$ cat src/rtl/regex_job_sequencer.sv
// Host-side sequencer for the regex coprocessor register interface: loads a program,
// starts a run, waits for a terminal status, reads elapsed clocks, restarts, reports.
module regex_job_sequencer #(
    parameter int unsigned ADDR_WIDTH     = 9,
    parameter int unsigned WORD_WIDTH     = 64,
    parameter int unsigned TIMEOUT_WIDTH  = 32,
    parameter int unsigned TIMEOUT_CYCLES = 0,
    localparam int unsigned REG_WIDTH     = 32,
    localparam int unsigned REG_WIDTH_64  = 64
) (
    input  logic                    clk,
    input  logic                    rst,
    input  logic                    job_valid,
    output logic                    job_ready,
    input  logic [ADDR_WIDTH:0]     job_word_count,
    input  logic [ADDR_WIDTH-1:0]   job_base_addr,
    input  logic [REG_WIDTH-1:0]    job_start_cc,
    input  logic [REG_WIDTH-1:0]    job_end_cc,
    input  logic                    word_valid,
    output logic                    word_ready,
    input  logic [WORD_WIDTH-1:0]   word_data,
    output logic                    res_valid,
    input  logic                    res_ready,
    output logic [1:0]              res_code,
    output logic [REG_WIDTH_64-1:0] res_elapsed,
    output logic                    busy,
    output logic [REG_WIDTH-1:0]    cmd_register,
    output logic [REG_WIDTH-1:0]    address_register,
    output logic [REG_WIDTH_64-1:0] data_in_register,
    output logic [REG_WIDTH-1:0]    start_cc_pointer_register,
    output logic [REG_WIDTH-1:0]    end_cc_pointer_register,
    input  logic [REG_WIDTH-1:0]    status_register,
    input  logic [REG_WIDTH_64-1:0] data_o_register
);

    localparam logic [REG_WIDTH-1:0] CMD_NOP                = 32'd0;
    localparam logic [REG_WIDTH-1:0] CMD_WRITE              = 32'd1;
    localparam logic [REG_WIDTH-1:0] CMD_START              = 32'd2;
    localparam logic [REG_WIDTH-1:0] CMD_READ_ELAPSED_CLOCK = 32'd3;
    localparam logic [REG_WIDTH-1:0] CMD_RESTART            = 32'd4;
    localparam logic [REG_WIDTH-1:0] CMD_RESET              = 32'd5;

    localparam logic [REG_WIDTH-1:0] STATUS_IDLE     = 32'd0;
    localparam logic [REG_WIDTH-1:0] STATUS_ACCEPTED = 32'd2;
    localparam logic [REG_WIDTH-1:0] STATUS_REJECTED = 32'd3;
    localparam logic [REG_WIDTH-1:0] STATUS_ERROR    = 32'd4;

    localparam int unsigned CntW = ADDR_WIDTH + 1;
    localparam logic [TIMEOUT_WIDTH-1:0] WdogLimit = TIMEOUT_WIDTH'(TIMEOUT_CYCLES - 1);

    typedef enum logic [3:0] {
        StIdle, StLoad, StStart, StRun, StReset, StReadCc, StRestart, StWaitIdle, StResult
    } state_e;

    state_e                    state_q, state_d;
    logic [CntW-1:0]           remaining_q, remaining_d;
    logic [ADDR_WIDTH-1:0]     idx_q, idx_d;
    logic [ADDR_WIDTH-1:0]     base_q, base_d;
    logic [TIMEOUT_WIDTH-1:0]  wdog_q, wdog_d;
    logic [REG_WIDTH-1:0]      cmd_q, cmd_d;
    logic [REG_WIDTH-1:0]      addr_q, addr_d;
    logic [REG_WIDTH_64-1:0]   data_q, data_d;
    logic [REG_WIDTH-1:0]      scc_q, scc_d;
    logic [REG_WIDTH-1:0]      ecc_q, ecc_d;
    logic [1:0]                code_q, code_d;
    logic [REG_WIDTH_64-1:0]   elapsed_q, elapsed_d;
    logic [ADDR_WIDTH-1:0]     wr_addr;
    logic                      word_hs;

    assign word_ready = (state_q == StLoad) && (remaining_q != '0);
    assign word_hs    = word_valid && word_ready;
    // Modulo-2^ADDR_WIDTH so a load that runs off the top wraps to address 0.
    assign wr_addr    = base_q + idx_q;

    always_comb begin
        state_d     = state_q;
        remaining_d = remaining_q;
        idx_d       = idx_q;
        base_d      = base_q;
        wdog_d      = wdog_q;
        cmd_d       = CMD_NOP;
        addr_d      = addr_q;
        data_d      = data_q;
        scc_d       = scc_q;
        ecc_d       = ecc_q;
        code_d      = code_q;
        elapsed_d   = elapsed_q;

        unique case (state_q)
            StIdle: begin
                if (job_valid) begin
                    remaining_d = job_word_count;
                    base_d      = job_base_addr;
                    idx_d       = '0;
                    scc_d       = job_start_cc;
                    ecc_d       = job_end_cc;
                    state_d     = (job_word_count != '0) ? StLoad : StStart;
                end
            end
            StLoad: begin
                if (word_hs) begin
                    cmd_d       = CMD_WRITE;
                    addr_d      = REG_WIDTH'(wr_addr);
                    data_d      = REG_WIDTH_64'(word_data);
                    idx_d       = idx_q + ADDR_WIDTH'(1);
                    remaining_d = remaining_q - CntW'(1);
                    if (remaining_q == CntW'(1)) begin
                        state_d = StStart;
                    end
                end
            end
            StStart: begin
                cmd_d = CMD_START;
                // Only trust a non-idle status once START has actually been on the bus.
                if (cmd_q == CMD_START && status_register != STATUS_IDLE) begin
                    cmd_d   = CMD_NOP;
                    wdog_d  = '0;
                    state_d = StRun;
                end
            end
            StRun: begin
                if (TIMEOUT_CYCLES != 0) begin
                    wdog_d = wdog_q + TIMEOUT_WIDTH'(1);
                end
                case (status_register)
                    STATUS_ACCEPTED: begin
                        code_d  = 2'd0;
                        cmd_d   = CMD_READ_ELAPSED_CLOCK;
                        state_d = StReadCc;
                    end
                    STATUS_REJECTED: begin
                        code_d  = 2'd1;
                        cmd_d   = CMD_READ_ELAPSED_CLOCK;
                        state_d = StReadCc;
                    end
                    STATUS_ERROR: begin
                        code_d  = 2'd2;
                        cmd_d   = CMD_READ_ELAPSED_CLOCK;
                        state_d = StReadCc;
                    end
                    default: begin
                        if (TIMEOUT_CYCLES != 0 && wdog_q == WdogLimit) begin
                            code_d    = 2'd3;
                            elapsed_d = REG_WIDTH_64'(wdog_q) + REG_WIDTH_64'(1);
                            cmd_d     = CMD_RESET;
                            state_d   = StReset;
                        end
                    end
                endcase
            end
            StReset: begin
                state_d = StResult;
            end
            StReadCc: begin
                // data_o_register is combinational from cmd, so it is valid this cycle.
                elapsed_d = data_o_register;
                cmd_d     = CMD_RESTART;
                state_d   = StRestart;
            end
            StRestart: begin
                state_d = StWaitIdle;
            end
            StWaitIdle: begin
                if (status_register == STATUS_IDLE) begin
                    state_d = StResult;
                end
            end
            StResult: begin
                if (res_ready) begin
                    state_d = StIdle;
                end
            end
            default: begin
                state_d = StIdle;
            end
        endcase
    end

    always_ff @(posedge clk) begin
        if (rst) begin
            state_q     <= StIdle;
            remaining_q <= '0;
            idx_q       <= '0;
            base_q      <= '0;
            wdog_q      <= '0;
            cmd_q       <= CMD_NOP;
            addr_q      <= '0;
            data_q      <= '0;
            scc_q       <= '0;
            ecc_q       <= '0;
            code_q      <= '0;
            elapsed_q   <= '0;
        end else begin
            state_q     <= state_d;
            remaining_q <= remaining_d;
            idx_q       <= idx_d;
            base_q      <= base_d;
            wdog_q      <= wdog_d;
            cmd_q       <= cmd_d;
            addr_q      <= addr_d;
            data_q      <= data_d;
            scc_q       <= scc_d;
            ecc_q       <= ecc_d;
            code_q      <= code_d;
            elapsed_q   <= elapsed_d;
        end
    end

    assign job_ready                 = (state_q == StIdle);
    assign res_valid                 = (state_q == StResult);
    assign busy                      = (state_q != StIdle);
    assign res_code                  = code_q;
    assign res_elapsed               = elapsed_q;
    assign cmd_register              = cmd_q;
    assign address_register          = addr_q;
    assign data_in_register          = data_q;
    assign start_cc_pointer_register = scc_q;
    assign end_cc_pointer_register   = ecc_q;

endmodule

$ cat config.mk
export PLATFORM = sky130hd
export DESIGN_NAME = regex_job_sequencer
export DESIGN_NICKNAME = d
export VERILOG_FILES = /design/src/rtl/regex_job_sequencer.sv
export SDC_FILE = /design/constraint.sdc
export NUM_CORES = 1
export LEC_CHECK = 0
export ABC_CLOCK_PERIOD_IN_PS = 1990
export CAP_MARGIN = 10
export CORE_AREA = 2 2 198 200
export CTS_CLUSTER_DIAMETER = 60
export DETAILED_ROUTE_END_ITERATION = 16
export DIE_AREA = 0 0 200 202
export PLACE_DENSITY = 0.6
export SYNTH_ARGS = -nofsm -noshare
export SYNTH_HDL_FRONTEND = slang
export SYNTH_SLANG_ARGS = --single-unit
$ cat constraint.sdc
create_clock -name clk -period 1.99 [get_ports clk]
set_input_delay 0.398 -clock clk [delete_from_list [all_inputs] [get_ports clk]]
set_output_delay 0.398 -clock clk [all_outputs]
set_load 0.02 [all_outputs]
==> qor.yml <==
routed_wl_mm: 35.4
synthTopCellsByArea: "dfxtp_1 50%, nand2_1 17%, a21oi_1 12%, buf_4 4.1%, clkbuf_1 2.6%"
wl_per_cell_um: 15.6
layout_common_cells: "435 x nand2_1, 416 x clkdlybuf4s50_1, 234 x dfxtp_1"
holdWs_ns: 0.242
synth_top_area_frac: 0.500
violations: "negative setup slack"
num_vias: 10000
gr-usage-met3: 0.0594
layout.nets: 1988
placementRows: 72
netlist_instances: 1229
arrival_ns: 1.86
cts_root_buf: "clkbuf_16"
maxCapViolCount: 0
via_per_inst: 4.42
drt_iter0_drc: 232
holdBufCountCts: 0
synth_top_area_cell: "dfxtp_1"
core-area_mm2: 0.0383
post_synth.cell_area_avg_um2: 7.76
hp-class: "input port to flip-flop"
grt_pass1_wl_mm: 53.3
dp_hpwl_mm: 25.5
clk_latency_ns: 0.56
drive_above_1_share: 0.120
yosysWarnings: 0
p_per_area_mw_per_mm2: 1090
h-tree-depth: 1
antenna_found_initial: 1
grt-busiest-layer: "met2"
post-route-period-util: 1.13
grt.met1_usage: 0.186
clockBufferDepth: 3
critPathKind: "flip-flop to primary output"
die_y_um: 202
ys_ff_latch: 238
start_kind: "flip-flop"
clkPwrFrac: 0.307
cts_sinks: 238
finalHoldViolations: 0
cts_tree: "yes"
gp_congestion: 0.856
start_util: 0.249
syn_to_final_growth_pct: 74.9
combinationalPowerShare: 0.379
ys_dominant_reg_cell: "dfxtp_1"
crit_required_ns: 1.59
route.detailed.drc: 0
grt_pass1_vias: 9645
met2_usage: 0.291
grt_usage: 0.166
io_pins: 510
p_leak_nw: 6.44
die_x_um: 200
dieArea_mm2: 0.0404
rsz0062_at_grt: "yes"
yosysSeqAreaShare: 0.500
finalCriticalPeriod_ns: 2.26
p_sw_mw: 6.08
synth_edf_count: 0
ant_nets: 0
ys_types: 57
clock_skew_ns: 0.0151
io_buffers: 457
switching_share: 0.333
final_common_cell: "nand2_1"
seq_power_share: 0.314
overflow: 0
outcome: "complete, but fails checks"
synth_area_mm2: 0.00954
ir_worst_vdd_uv: 606
clkTransAtPathRegs_ns: 0.06
fmax_mhz: 443
fin_tns_setup_ns: -9.26
crit_fanout: 2
grt_max_degree: 84
fillCellCount: 3777
slew_viol_final: 0
p_int_mw: 12.2
setup_viol: 96
drtPass1Iterations: 4
setup_ws_ns: -0.268
finish.utilization: 0.436
ys_async_sr_fraction: 0
cts_buffers: 31
cp-end-kind: "primary output"
[worst paths after layout]
path / slack [ns] / to / from / cells after the start
worst max-delay path: -0.27 / word_ready / remaining_q[5] / 5
worst min-delay path: 0.24 / remaining_q[9] / rst / 2
worst max register to register: -0.25 / state_q[2] / remaining_q[5] / 7
worst min register to register: 0.45 / data_in_register[2] / data_in_register[2] / 2
[power by group through the flow]
stage	Combinational (mW)	Sequential [mW]	Clock [mW]
2_1_floorplan	2.65	6.41	0
3_3_place_gp	6.06	5.79	0
3_5_place_dp	6.11	5.82	0
4_1_cts	6.79	5.72	5.79
5_1_grt	7.49	5.80	5.96
6_report	6.91	5.72	5.60
[cell usage after synthesis, drive strengths merged (2+ instances only)]
cell type and n:
or3b 2, nand4 3, nand3 8, or3 3
a22oi 5, o31ai 2, o21ai 14, a211oi 4
dfxtp 238, or4 5, mux2i 3, and2 2
ha 11, nand2 438, nand2b 4, clkbuf 67
xor2 6, nor2 38, a31oi 2, a21oi 227
a221oi 2, inv 10, nor4 16, buf 66
nand3b 2, o211ai 4, nor3b 4, nor3 11
a21o 2, xnor2 9
[metrics by stage]
stage                     cells  total power, mW  area, um^2  worst slack (ns)
after global placement     2191             11.8       15000            -0.597
after detailed placement   2191             11.9       15000            -0.670
after floorplan            1280             9.06        9830            -0.114
final                      2271             18.2       16700            -0.268
after CTS                  2264             18.3       16400            -0.290
after global routing       2270             19.2       16700            -0.324
[worst max-delay path, cell delays in order, from the launching register on]
cell	delay, ns
dfxtp_2	0.32
or4_4	0.56
nor2_4	0.14
buf_6	0.12
a21oi_4	0.04
buf_6	0.12
[sequential cells by signal, indices dropped and copies added (netlist names)]
name / count
address_register: 9
data_in_register: 64
base_q: 9
state_q: 4
res_code: 2
remaining_q: 10
end_cc_pointer_register: 32
idx_q: 9
res_elapsed: 64
start_cc_pointer_register: 32
cmd_register: 3
[layer usage]
layer / vias up / routed length [um] / part of all wire
li1: 4967 / - / -
met1: 4609 / 13500 / 0.38
met2: 390 / 17400 / 0.49
met3: 71 / 3450 / 0.097
met4: 0 / 1130 / 0.032
met5: - / 0 / 0
[cells by family after synthesis]
kind of cell             count (synthesis)  share of synthesized area
AND/OR/NAND/NOR                        541                      0.232
AO/OA/AOI/OAI                          276                      0.156
flip-flops                             238                      0.500
buffers and inverters                  143                     0.0779
XOR/XNOR                                15                     0.0138
adder cells (fa/ha/maj)                 12                     0.0165
multiplexers                             3                    0.00315
other                                    1                   0.000393
[layout make-up]
cell class	count	area [um^2]	share of cell area
Multi-Input combinational cell	899	4520	0.271
Clock buffer	46	912	0.0547
Antenna cell	1	2.50	0.000150
Sequential cell	238	4770	0.286
Tap cell	518	648	0.0389
Timing Repair Buffer	548	5650	0.339
Inverter	10	40.0	0.00240
Clock inverter	11	133	0.00795
[timing repair]
item,in CTS,in global routing
endpoints found under the hold margin,0,0
setup buffers,11,6
pin swaps,10,6
cloned,5,0
endpoints found under the setup margin,117,116
resized for setup,73,58
(Power assumes the default switching activity.)
